===== src/rtl/i2s_tx_pkg.sv =====
// Shared audio definitions for the I2S transmitter: sample size codes, frame
// geometry and helpers that turn a size code into an MSB-aligned slot word.
package i2s_tx_pkg;

  localparam logic [3:0] S_8BIT  = 4'd0;
  localparam logic [3:0] S_12BIT = 4'd1;
  localparam logic [3:0] S_16BIT = 4'd3;
  localparam logic [3:0] S_24BIT = 4'd4;
  localparam logic [3:0] S_32BIT = 4'd5;

  localparam int unsigned SAMPLE_W = 32;

  // Frame positions: 64 BCLKs per frame, left slot at 0, right slot at 32.
  localparam logic [5:0] LEFT_LOAD_BIT  = 6'd0;
  localparam logic [5:0] RIGHT_LOAD_BIT = 6'd32;
  localparam logic [5:0] LR_RISE_BIT    = 6'd31;
  localparam logic [5:0] LAST_BIT       = 6'd63;

  // Unlisted codes fall back to 16-bit samples.
  function automatic logic [5:0] size_to_width(input logic [3:0] code);
    case (code)
      S_8BIT:  return 6'd8;
      S_12BIT: return 6'd12;
      S_16BIT: return 6'd16;
      S_24BIT: return 6'd24;
      S_32BIT: return 6'd32;
      default: return 6'd16;
    endcase
  endfunction

  function automatic logic [SAMPLE_W-1:0] msb_align(input logic [SAMPLE_W-1:0] sample,
                                                    input logic [3:0]          code);
    logic [5:0] width;
    width = size_to_width(code);
    return sample << (6'd32 - width);
  endfunction

endpackage


===== src/rtl/i2s_tx_sample_fifo.sv =====
// Synchronous sample FIFO between the assembly stage and the I2S serialiser.
// Push when full and pop when empty are ignored; push and pop may coincide.
module i2s_tx_sample_fifo #(
  parameter int DEPTH = 4,
  parameter int W     = 32
) (
  input  logic         clk,
  input  logic         rst,
  input  logic         push,
  input  logic [W-1:0] push_data,
  input  logic         pop,
  output logic [W-1:0] pop_data,
  output logic         full,
  output logic         empty
);

  localparam int AW = $clog2(DEPTH);

  logic [W-1:0]  mem_q [DEPTH];
  logic [AW-1:0] wr_ptr_q, wr_ptr_d;
  logic [AW-1:0] rd_ptr_q, rd_ptr_d;
  logic [AW:0]   count_q, count_d;
  logic          do_push, do_pop;

  always_comb begin
    do_push  = push && !full;
    do_pop   = pop && !empty;
    wr_ptr_d = wr_ptr_q;
    rd_ptr_d = rd_ptr_q;
    if (do_push) wr_ptr_d = wr_ptr_q + AW'(1);
    if (do_pop)  rd_ptr_d = rd_ptr_q + AW'(1);
    count_d = count_q + {{AW{1'b0}}, do_push} - {{AW{1'b0}}, do_pop};
  end

  always_ff @(posedge clk) begin
    if (rst) begin
      wr_ptr_q <= '0;
      rd_ptr_q <= '0;
      count_q  <= '0;
    end else begin
      wr_ptr_q <= wr_ptr_d;
      rd_ptr_q <= rd_ptr_d;
      count_q  <= count_d;
    end
  end

  // Storage needs no reset: occupancy is tracked entirely by count_q.
  always_ff @(posedge clk) begin
    if (do_push) mem_q[wr_ptr_q] <= push_data;
  end

  assign pop_data = mem_q[rd_ptr_q];
  assign full     = (count_q == (AW+1)'(DEPTH));
  assign empty    = (count_q == '0);

endmodule


===== src/rtl/i2s_tx.sv =====
// Philips I2S transmitter: divides clk down to BCLK, frames 64 BCLKs per LRCLK
// period and shifts FIFO samples out MSB first, keeping L/R alignment on underrun.
module i2s_tx
  import i2s_tx_pkg::*;
#(
  parameter int CLK_DIV    = 4,
  parameter int FIFO_DEPTH = 4
) (
  input  logic        clk,
  input  logic        rst,
  input  logic        enable,
  input  logic [31:0] sample_in,
  input  logic [3:0]  sample_size,
  input  logic        sample_valid,
  output logic        sample_ready,
  output logic        i2s_bclk,
  output logic        i2s_lrclk,
  output logic        i2s_sdata,
  output logic        underrun
);

  localparam int DW = (CLK_DIV > 1) ? $clog2(CLK_DIV) : 1;

  logic [DW-1:0]       div_cnt_q, div_cnt_d;
  logic                bclk_q, bclk_d;
  logic                lrclk_q, lrclk_d;
  logic [5:0]          bit_cnt_q, bit_cnt_d;
  logic [SAMPLE_W-1:0] shift_q, shift_d;
  logic                underrun_q, underrun_d;
  logic                skip_frame_q, skip_frame_d;
  logic                drop_next_q, drop_next_d;

  logic                div_wrap, fall_tick;
  logic                slot_avail, slot_pop, drop_now;
  logic                fifo_push, fifo_pop, fifo_full, fifo_empty;
  logic [SAMPLE_W-1:0] fifo_rd_data;

  assign fifo_push = sample_valid && !fifo_full;
  assign fifo_pop  = slot_pop || drop_now;

  i2s_tx_sample_fifo #(
    .DEPTH (FIFO_DEPTH),
    .W     (SAMPLE_W)
  ) u_fifo (
    .clk       (clk),
    .rst       (rst),
    .push      (fifo_push),
    .push_data (sample_in),
    .pop       (fifo_pop),
    .pop_data  (fifo_rd_data),
    .full      (fifo_full),
    .empty     (fifo_empty)
  );

  always_comb begin
    div_wrap  = (div_cnt_q == DW'(CLK_DIV - 1));
    fall_tick = enable && div_wrap && bclk_q;
    // A pending drop owns the FIFO head, so a slot never sees the late right sample.
    slot_avail = !fifo_empty && !drop_next_q;
    drop_now   = drop_next_q && !fifo_empty;

    div_cnt_d    = div_cnt_q;
    bclk_d       = bclk_q;
    lrclk_d      = lrclk_q;
    bit_cnt_d    = bit_cnt_q;
    shift_d      = shift_q;
    underrun_d   = 1'b0;
    skip_frame_d = skip_frame_q;
    drop_next_d  = drop_next_q;
    slot_pop     = 1'b0;

    if (drop_now) drop_next_d = 1'b0;

    if (!enable) begin
      div_cnt_d    = '0;
      bclk_d       = 1'b0;
      lrclk_d      = 1'b0;
      bit_cnt_d    = LAST_BIT;
      shift_d      = '0;
      skip_frame_d = 1'b0;
    end else begin
      div_cnt_d = div_wrap ? '0 : div_cnt_q + DW'(1);
      if (div_wrap) bclk_d = !bclk_q;

      if (fall_tick) begin
        bit_cnt_d = bit_cnt_q + 6'd1;
        lrclk_d   = (bit_cnt_d >= LR_RISE_BIT) && (bit_cnt_d != LAST_BIT);
        shift_d   = {shift_q[SAMPLE_W-2:0], 1'b0};

        if (bit_cnt_d == LEFT_LOAD_BIT) begin
          // An empty left slot silences the whole frame so the right slot stays right.
          skip_frame_d = !slot_avail;
          if (slot_avail) begin
            shift_d  = msb_align(fifo_rd_data, sample_size);
            slot_pop = 1'b1;
          end else begin
            shift_d    = '0;
            underrun_d = 1'b1;
          end
        end else if (bit_cnt_d == RIGHT_LOAD_BIT) begin
          if (skip_frame_q) begin
            shift_d      = '0;
            skip_frame_d = 1'b0;
          end else if (slot_avail) begin
            shift_d  = msb_align(fifo_rd_data, sample_size);
            slot_pop = 1'b1;
          end else begin
            shift_d     = '0;
            underrun_d  = 1'b1;
            drop_next_d = 1'b1;
          end
        end
      end
    end
  end

  always_ff @(posedge clk) begin
    if (rst) begin
      div_cnt_q    <= '0;
      bclk_q       <= 1'b0;
      lrclk_q      <= 1'b0;
      bit_cnt_q    <= LAST_BIT;
      shift_q      <= '0;
      underrun_q   <= 1'b0;
      skip_frame_q <= 1'b0;
      drop_next_q  <= 1'b0;
    end else begin
      div_cnt_q    <= div_cnt_d;
      bclk_q       <= bclk_d;
      lrclk_q      <= lrclk_d;
      bit_cnt_q    <= bit_cnt_d;
      shift_q      <= shift_d;
      underrun_q   <= underrun_d;
      skip_frame_q <= skip_frame_d;
      drop_next_q  <= drop_next_d;
    end
  end

  assign sample_ready = !fifo_full;
  assign i2s_bclk     = bclk_q;
  assign i2s_lrclk    = lrclk_q;
  assign i2s_sdata    = shift_q[SAMPLE_W-1];
  assign underrun     = underrun_q;

endmodule


===== config.mk =====
export PLATFORM = sky130hd
export DESIGN_NAME = i2s_tx
export DESIGN_NICKNAME = d
export VERILOG_FILES = /design/src/rtl/i2s_tx_pkg.sv /design/src/rtl/i2s_tx_sample_fifo.sv /design/src/rtl/i2s_tx.sv
export SDC_FILE = /design/constraint.sdc
export NUM_CORES = 1
export LEC_CHECK = 0
export BUFFER_PORTS_ARGS = -buffer_cell sky130_fd_sc_hd__buf_2
export CAP_MARGIN = 20
export CORE_UTILIZATION = 54
export CTS_CLUSTER_DIAMETER = 30
export DETAILED_ROUTE_END_ITERATION = 6
export PLACE_DENSITY_LB_ADDON = 0.08
export SLEW_MARGIN = 10
export SYNTH_ARGS = -nofsm -noshare
export SYNTH_HDL_FRONTEND = slang
export SYNTH_SLANG_ARGS = --single-unit

===== constraint.sdc =====
create_clock -name clk -period 3.5 [get_ports clk]
set_input_delay 0.7 -clock clk [delete_from_list [all_inputs] [get_ports clk]]
set_output_delay 0.7 -clock clk [all_outputs]
set_load 0.01 [all_outputs]

### Yosys cells after proc, flatten, opt, wreduce, memory -nomap -nowiden

Memory sizes are Yosys's and may differ from the RTL's. A register that Yosys moved wholly into a read port is not among the register bits.
Index checks and enable logic that the tools add are counted.

* word-level logic and storage cells: 92
* RAM bits: 128
* memories: 1
* bits of input ports: 40
* bits in registers: 52

Memory list
* u_fifo.mem_q: words 4, bits a word 32, rd ports 1, clocked after Yosys merged registers in 1, wr ports 1, line i2s_tx_sample_fifo.sv:19 `logic [W-1:0] mem_q [DEPTH];`

* mux-type cells: 38
* shift operators: 2
* reductions and logical operators: 22
* equal/unequal tests: 7
* order comparisons: 1
* bitwise logic cells: 2
* add/sub/neg operators: 8

Operators with widths (count)
* $mux W32: 5
* $shl A32 B6 Y32: 2
* $mux W6: 9
* $pmux W6 S4: 1
* $mux W1: 21
* $sub A6 B6 Y6 const A: 2
* $eq A4 B3 Y1 const B: 2
* $logic_and A1 B1 Y1: 8
* $add A2 B1 Y2 const B: 3
* $add A6 B1 Y6 const B: 1
* $eq A6 B6 Y1 const B: 1
* $ge A6 B5 Y1 const B: 1
* $logic_not A6 Y1: 1
* $ne A6 B6 Y1 const B: 1
* $reduce_or A3 Y1: 2
* $logic_not A1 Y1: 5
* $eq A4 B1 Y1 const B: 1
* $logic_not A4 Y1: 1
* $mux W2: 2
* $add A3 B1 Y3: 1
* $eq A3 B3 Y1 const B: 1
* $logic_not A3 Y1: 1
* $sub A3 B1 Y3: 1
* $eq A2 B2 Y1 const B: 1
* other kinds (5): 6

### Logic depth before layout (Yosys ltp)

* word-level depth: 15
* gate-level depth with buffers: 14

### By module

A second synthesis with hierarchy kept.

* cells, all modules: 616
* area, all modules: 8415.6 um2

Modules (own cells, without submodules)
* i2s_tx_sample_fifo: instances 1, cells each 218, area an instance 5132.4 um2, sequential area each 4023.9 um2
* i2s_tx: instances 1, cells each 398, area an instance 3283.1 um2, sequential area each 900.9 um2

### Worst setup path after synthesis

Ideal clock, no wire load.

* path type: input-to-reg
* start: in sample_size[2]
* end: reg shift_q[22]
* data arrival time: 2693 ps
* path slack: 680 ps
* stages on the path: 9
* data required time: 3373 ps
* buffers on the path: 1
* path through: nor4b_4 > inv_2 > ha_1 > or4_1 > nand2_1 > buf_6 > mux2_2 > a22oi_1 > a31oi_1

* word-level cells in the longest chain between the ends: 14
* elaborated cells on any way between the ends: 23

RTL lines
* start, declared: line i2s_tx.sv:13 `input logic [3:0] sample_size,`
* $eq A4 B3 Y1 (tied with other cells): line i2s_tx_pkg.sv:21 `case (code)`
* $pmux W6 S4 *: line i2s_tx_pkg.sv:21
* $mux W6 *: line i2s_tx.sv:93, i2s_tx.sv:104
* $mux W6: line i2s_tx.sv:101 `if (skip_frame_q) begin`
* $mux W6: line i2s_tx.sv:100 `end else if (bit_cnt_d == RIGHT_LOAD_BIT) begin`
* $mux W6: line i2s_tx.sv:90 `if (bit_cnt_d == LEFT_LOAD_BIT) begin`
* $mux W6: line i2s_tx.sv:85 `if (fall_tick) begin`
* $mux W6: line i2s_tx.sv:74 `if (!enable) begin`
* $sub A6 B6 Y6: line i2s_tx_pkg.sv:35 `return sample << (6'd32 - width);`
* $shl A32 B6 Y32: line i2s_tx_pkg.sv:35
* $mux W32: line i2s_tx.sv:104 `end else if (slot_avail) begin`
* $mux W32: line i2s_tx.sv:101
* $mux W32: line i2s_tx.sv:100
* $mux W32 *: line i2s_tx.sv:90
* end signal, assigned: line i2s_tx.sv:132 `shift_q <= shift_d;`
* end, declared: line i2s_tx.sv:28 `logic [SAMPLE_W-1:0] shift_q, shift_d;`

Mark *: on every way between the ends. The rest lies on a longest branch, timed or not. The select of a mux whose other input is x is not followed.
A chain may end at the register's enable or synchronous reset.

### Worst setup path in the final report

* start: reg bit_cnt_q[0]
* end: reg u_fifo.count_q[2]

* word-level cells in the longest chain between the ends: 9
* elaborated cells on any way between the ends: 10

RTL lines
* start, declared: line i2s_tx.sv:27 `logic [5:0] bit_cnt_q, bit_cnt_d;`
* start signal, assigned: line i2s_tx.sv:131 `bit_cnt_q <= bit_cnt_d;`
* $add A6 B1 Y6 *: line i2s_tx.sv:86 `bit_cnt_d = bit_cnt_q + 6'd1;`
* $eq A6 B6 Y1: line i2s_tx.sv:100
* $mux W1: line i2s_tx.sv:100
* $mux W1 *: line i2s_tx.sv:90
* $mux W1 *: line i2s_tx.sv:85
* $mux W1 *: line i2s_tx.sv:74
* $logic_or A1 B1 Y1 *: line i2s_tx.sv:39 `assign fifo_pop = slot_pop || drop_now;`
* $logic_and A1 B1 Y1 *: line i2s_tx_sample_fifo.sv:27 `do_pop = pop && !empty;`
* via u_fifo.do_pop: line i2s_tx_sample_fifo.sv:23 `logic do_push, do_pop;`
* $sub A3 B1 Y3 *: line i2s_tx_sample_fifo.sv:32 `count_d = count_q + {{AW{1'b0}}, do_push} - {{AW{1'b0}}, do_pop};`
* end signal, assigned: line i2s_tx_sample_fifo.sv:43 `count_q <= count_d;`
* end, declared: line i2s_tx_sample_fifo.sv:22 `logic [AW:0] count_q, count_d;`

The timed path passes the listed nets; every way through them passes the cells marked *.

==> out/metrics.cfg <==
[run_status]
status=completed

[sta]
fin_crit_sh_pct=83.06
worst_slew_pin_slew_ns=0.7370
post-route-min-period_ns=2.907
finalClockSkew_ns=0.01125
fin_tns_setup_ns=0
setup_viol=0
drv_slew=0
finalHoldViolCount=0
fmax_mhz=344.0
maxSlewHeadroom_pct=50.75
rsz0062_at_grt=false

[clock_network]
cts_tree=done
htreeDepth=4
cts_buffers=17
insertion_delay_ns=0.44
cts.repair.resized=0
post_cts_buffers=0
clk_pin_slew_ns=0.07
cts_buffer_depth=2
clock_sinks=182
root_buffer=clkbuf_16
hold_buffers=0

[placement]
dp_cells=798
hpwlAfterDp_um=10770
port_buffers=44
gp_congestion=0.9171

[synthesis]
synth_top_area_cell=edfxtp_1
avgSynthCellArea_um2=13.60
ys_types=59
synth_edf_count=128
yosys_warnings=0
synth_cells=593
ys_async_sr_fraction_pct=0
synthFlopType=edfxtp_1
synth_area_leaders=edfxtp_1 48%, dfxtp_1 13%, mux4_1 5.2%
seq_area_frac_synth_pct=61.07
syn-num-nets=645
synth_top_area_share_pct=47.66
synth-seq-cells=182
netlist_area_mm2=0.008064

[drt]
via_per_inst=6.143
drtIter0Drc=461
drc=0
detail_route.wirelength_um=16650
avgRoutedWirePerCell_um=20.07
ant_nets=0
num_vias=5099
dr.pass1.iters=5

[power_and_ir_drop]
pwr_density_cell_mw_per_mm2=564.4
vdd.ir_drop.worst_mv=0.5963
power_uw=5100
leakagePower_uw=0.003186

[floorplanning]
num_rows=44
die_area_mm2=0.01543
start_util_pct=55.48
die_y_um=124.2
ios=45
fp.dieW_um=124.2
coreArea_mm2=0.01453

[cells_and_area]
nNetsFinal=685
fillers=1093
syn2layout_area_growth_pct=12.04
drive_gt1_share_pct=19.97
diodes=0
instances_no_fill=830
final_common_cell=edfxtp_1
mostFrequentLayoutCells=128 x edfxtp_1, 64 x a21oi_1, 53 x dfxtp_1

[global_route]
grt_max_degree=38
antenna_found_initial=0
grt_pass1_wl_um=26860
grt_usage_pct=22.92
grt_pass1_vias=5105
overflow=0

[worst_setup_path]
worstPathArrival_ns=3.24
criticalPathCategory=reg -> reg
endpoint_kind=flip-flop
crit_required_ns=3.83
worst-path-max-fanout=8
critPathLaunchType=flip-flop

[hold_path]
hp-class=reg -> reg

[run]
max_cap_violations=0

[Yosys cell counts (4+ instances only)]
| master | n |
|---|---|
| inv_1 | 8 |
| o21ai_0 | 36 |
| or3_1 | 6 |
| a21oi_1 | 64 |
| o221ai_1 | 4 |
| clkbuf_1 | 21 |
| mux2i_1 | 9 |
| xor2_1 | 6 |
| and3_1 | 8 |
| nand3_1 | 12 |
| o21ai_1 | 11 |
| buf_2 | 13 |
| mux2_2 | 5 |
| xnor2_1 | 6 |
| edfxtp_1 | 128 |
| nor3_1 | 4 |
| ha_1 | 11 |
| mux4_2 | 16 |
| and2_1 | 6 |
| mux4_1 | 16 |
| dfxtp_1 | 54 |
| or4_1 | 6 |
| a31oi_1 | 4 |
| o2bb2ai_1 | 4 |
| nor2_1 | 18 |
| nand4_1 | 6 |
| a22o_1 | 6 |
| a21o_1 | 6 |
| a22oi_1 | 14 |
| o22ai_1 | 4 |
| nand2_1 | 37 |
[cells by family after synthesis]
logic type                 count (synthesis)  share of synthesized area [%]
DFF                                      182                          61.07
AOI/OAI and AO/OA                        170                          12.80
and+or+nand+nor                          120                          7.836
buffers and inverters                     49                          3.165
muxes                                     48                          11.87
xor gates and xnor gates                  12                          1.303
adders and majority gates                 12                          1.955
[state kept, by name (all words and copies together) (netlist names), named ones only]
| name | flops |
|---|---|
| u_fifo.rd_ptr_q | 2 |
| u_fifo.mem_q | 128 |
| i2s_lrclk | 1 |
| u_fifo.wr_ptr_q | 2 |
| u_fifo.count_q | 3 |
| drop_next_q | 1 |
| skip_frame_q | 1 |
| shift_q | 32 |
| i2s_bclk | 1 |
| underrun | 1 |
| bit_cnt_q | 6 |
| div_cnt_q | 2 |
[worst max-delay path, cell delays in order (launching register included)]
cell	delay (ns)
dfxtp_1	0.49
ha_1	0.33
nor4_1	0.08
nand2_1	0.11
o21ai_2	0.09
a31oi_1	0.34
nor2_1	0.08
ha_1	0.31
inv_1	0.06
ha_1	0.13
inv_1	0.05
fa_1	0.39
xor2_1	0.17
xnor2_1	0.13
nor2_1	0.05
[path summary, 6_finish.rpt]
check | startpoint | to | slack [ns] | cells after the start
worst min-delay path | div_cnt_q[0] | div_cnt_q[0] | 0.43 | 1
worst min register to register | div_cnt_q[0] | div_cnt_q[0] | 0.43 | 1
worst max register to register | bit_cnt_q[0] | u_fifo.count_q[2] | 0.59 | 14
worst max-delay path | bit_cnt_q[0] | u_fifo.count_q[2] | 0.59 | 14
[cell type report]
cell class	count	area, um2	share of cell area, %
clock inverter	15	172.7	1.911
timing repair buffer	61	360.3	3.988
multi-input combinational	362	2887	31.95
sequential	182	4926	54.52
clock buffer	17	425.4	4.708
inverter	9	33.78	0.3739
tap	184	230.2	2.548
[per-stage QoR]
step	utilization [%]	hold slack, ns	setup slack, ns	instance area (um2)
finish	62.16	0.4314	0.5928	9035
global route	62.16	0.4495	0.3626	9035
CTS	62.16	0.4342	0.5664	9035
global placement	58.05	0.4145	0.4402	8437
detailed placement	58.05	0.4233	0.3787	8437
floorplan	-	0.4043	0.6800	8064
[metal layers]
layer	vias up	track usage [%]	share of wire, %
met1	2541	31.26	45
li1	2398	-	-
met3	26	5.862	5.2
met5	-	0	0
met2	134	35.46	48
met4	0	8.717	1.6
[power breakdown]
group / leakage, uW / switching (uW) / internal [uW]
clock network: 0.000296 / 899 / 1030
registers: 0.00161 / 39.3 / 2480
logic: 0.00128 / 429 / 224
total: 0.00319 / 1370 / 3730
Note: power is estimated with default switching activity, not from simulation.
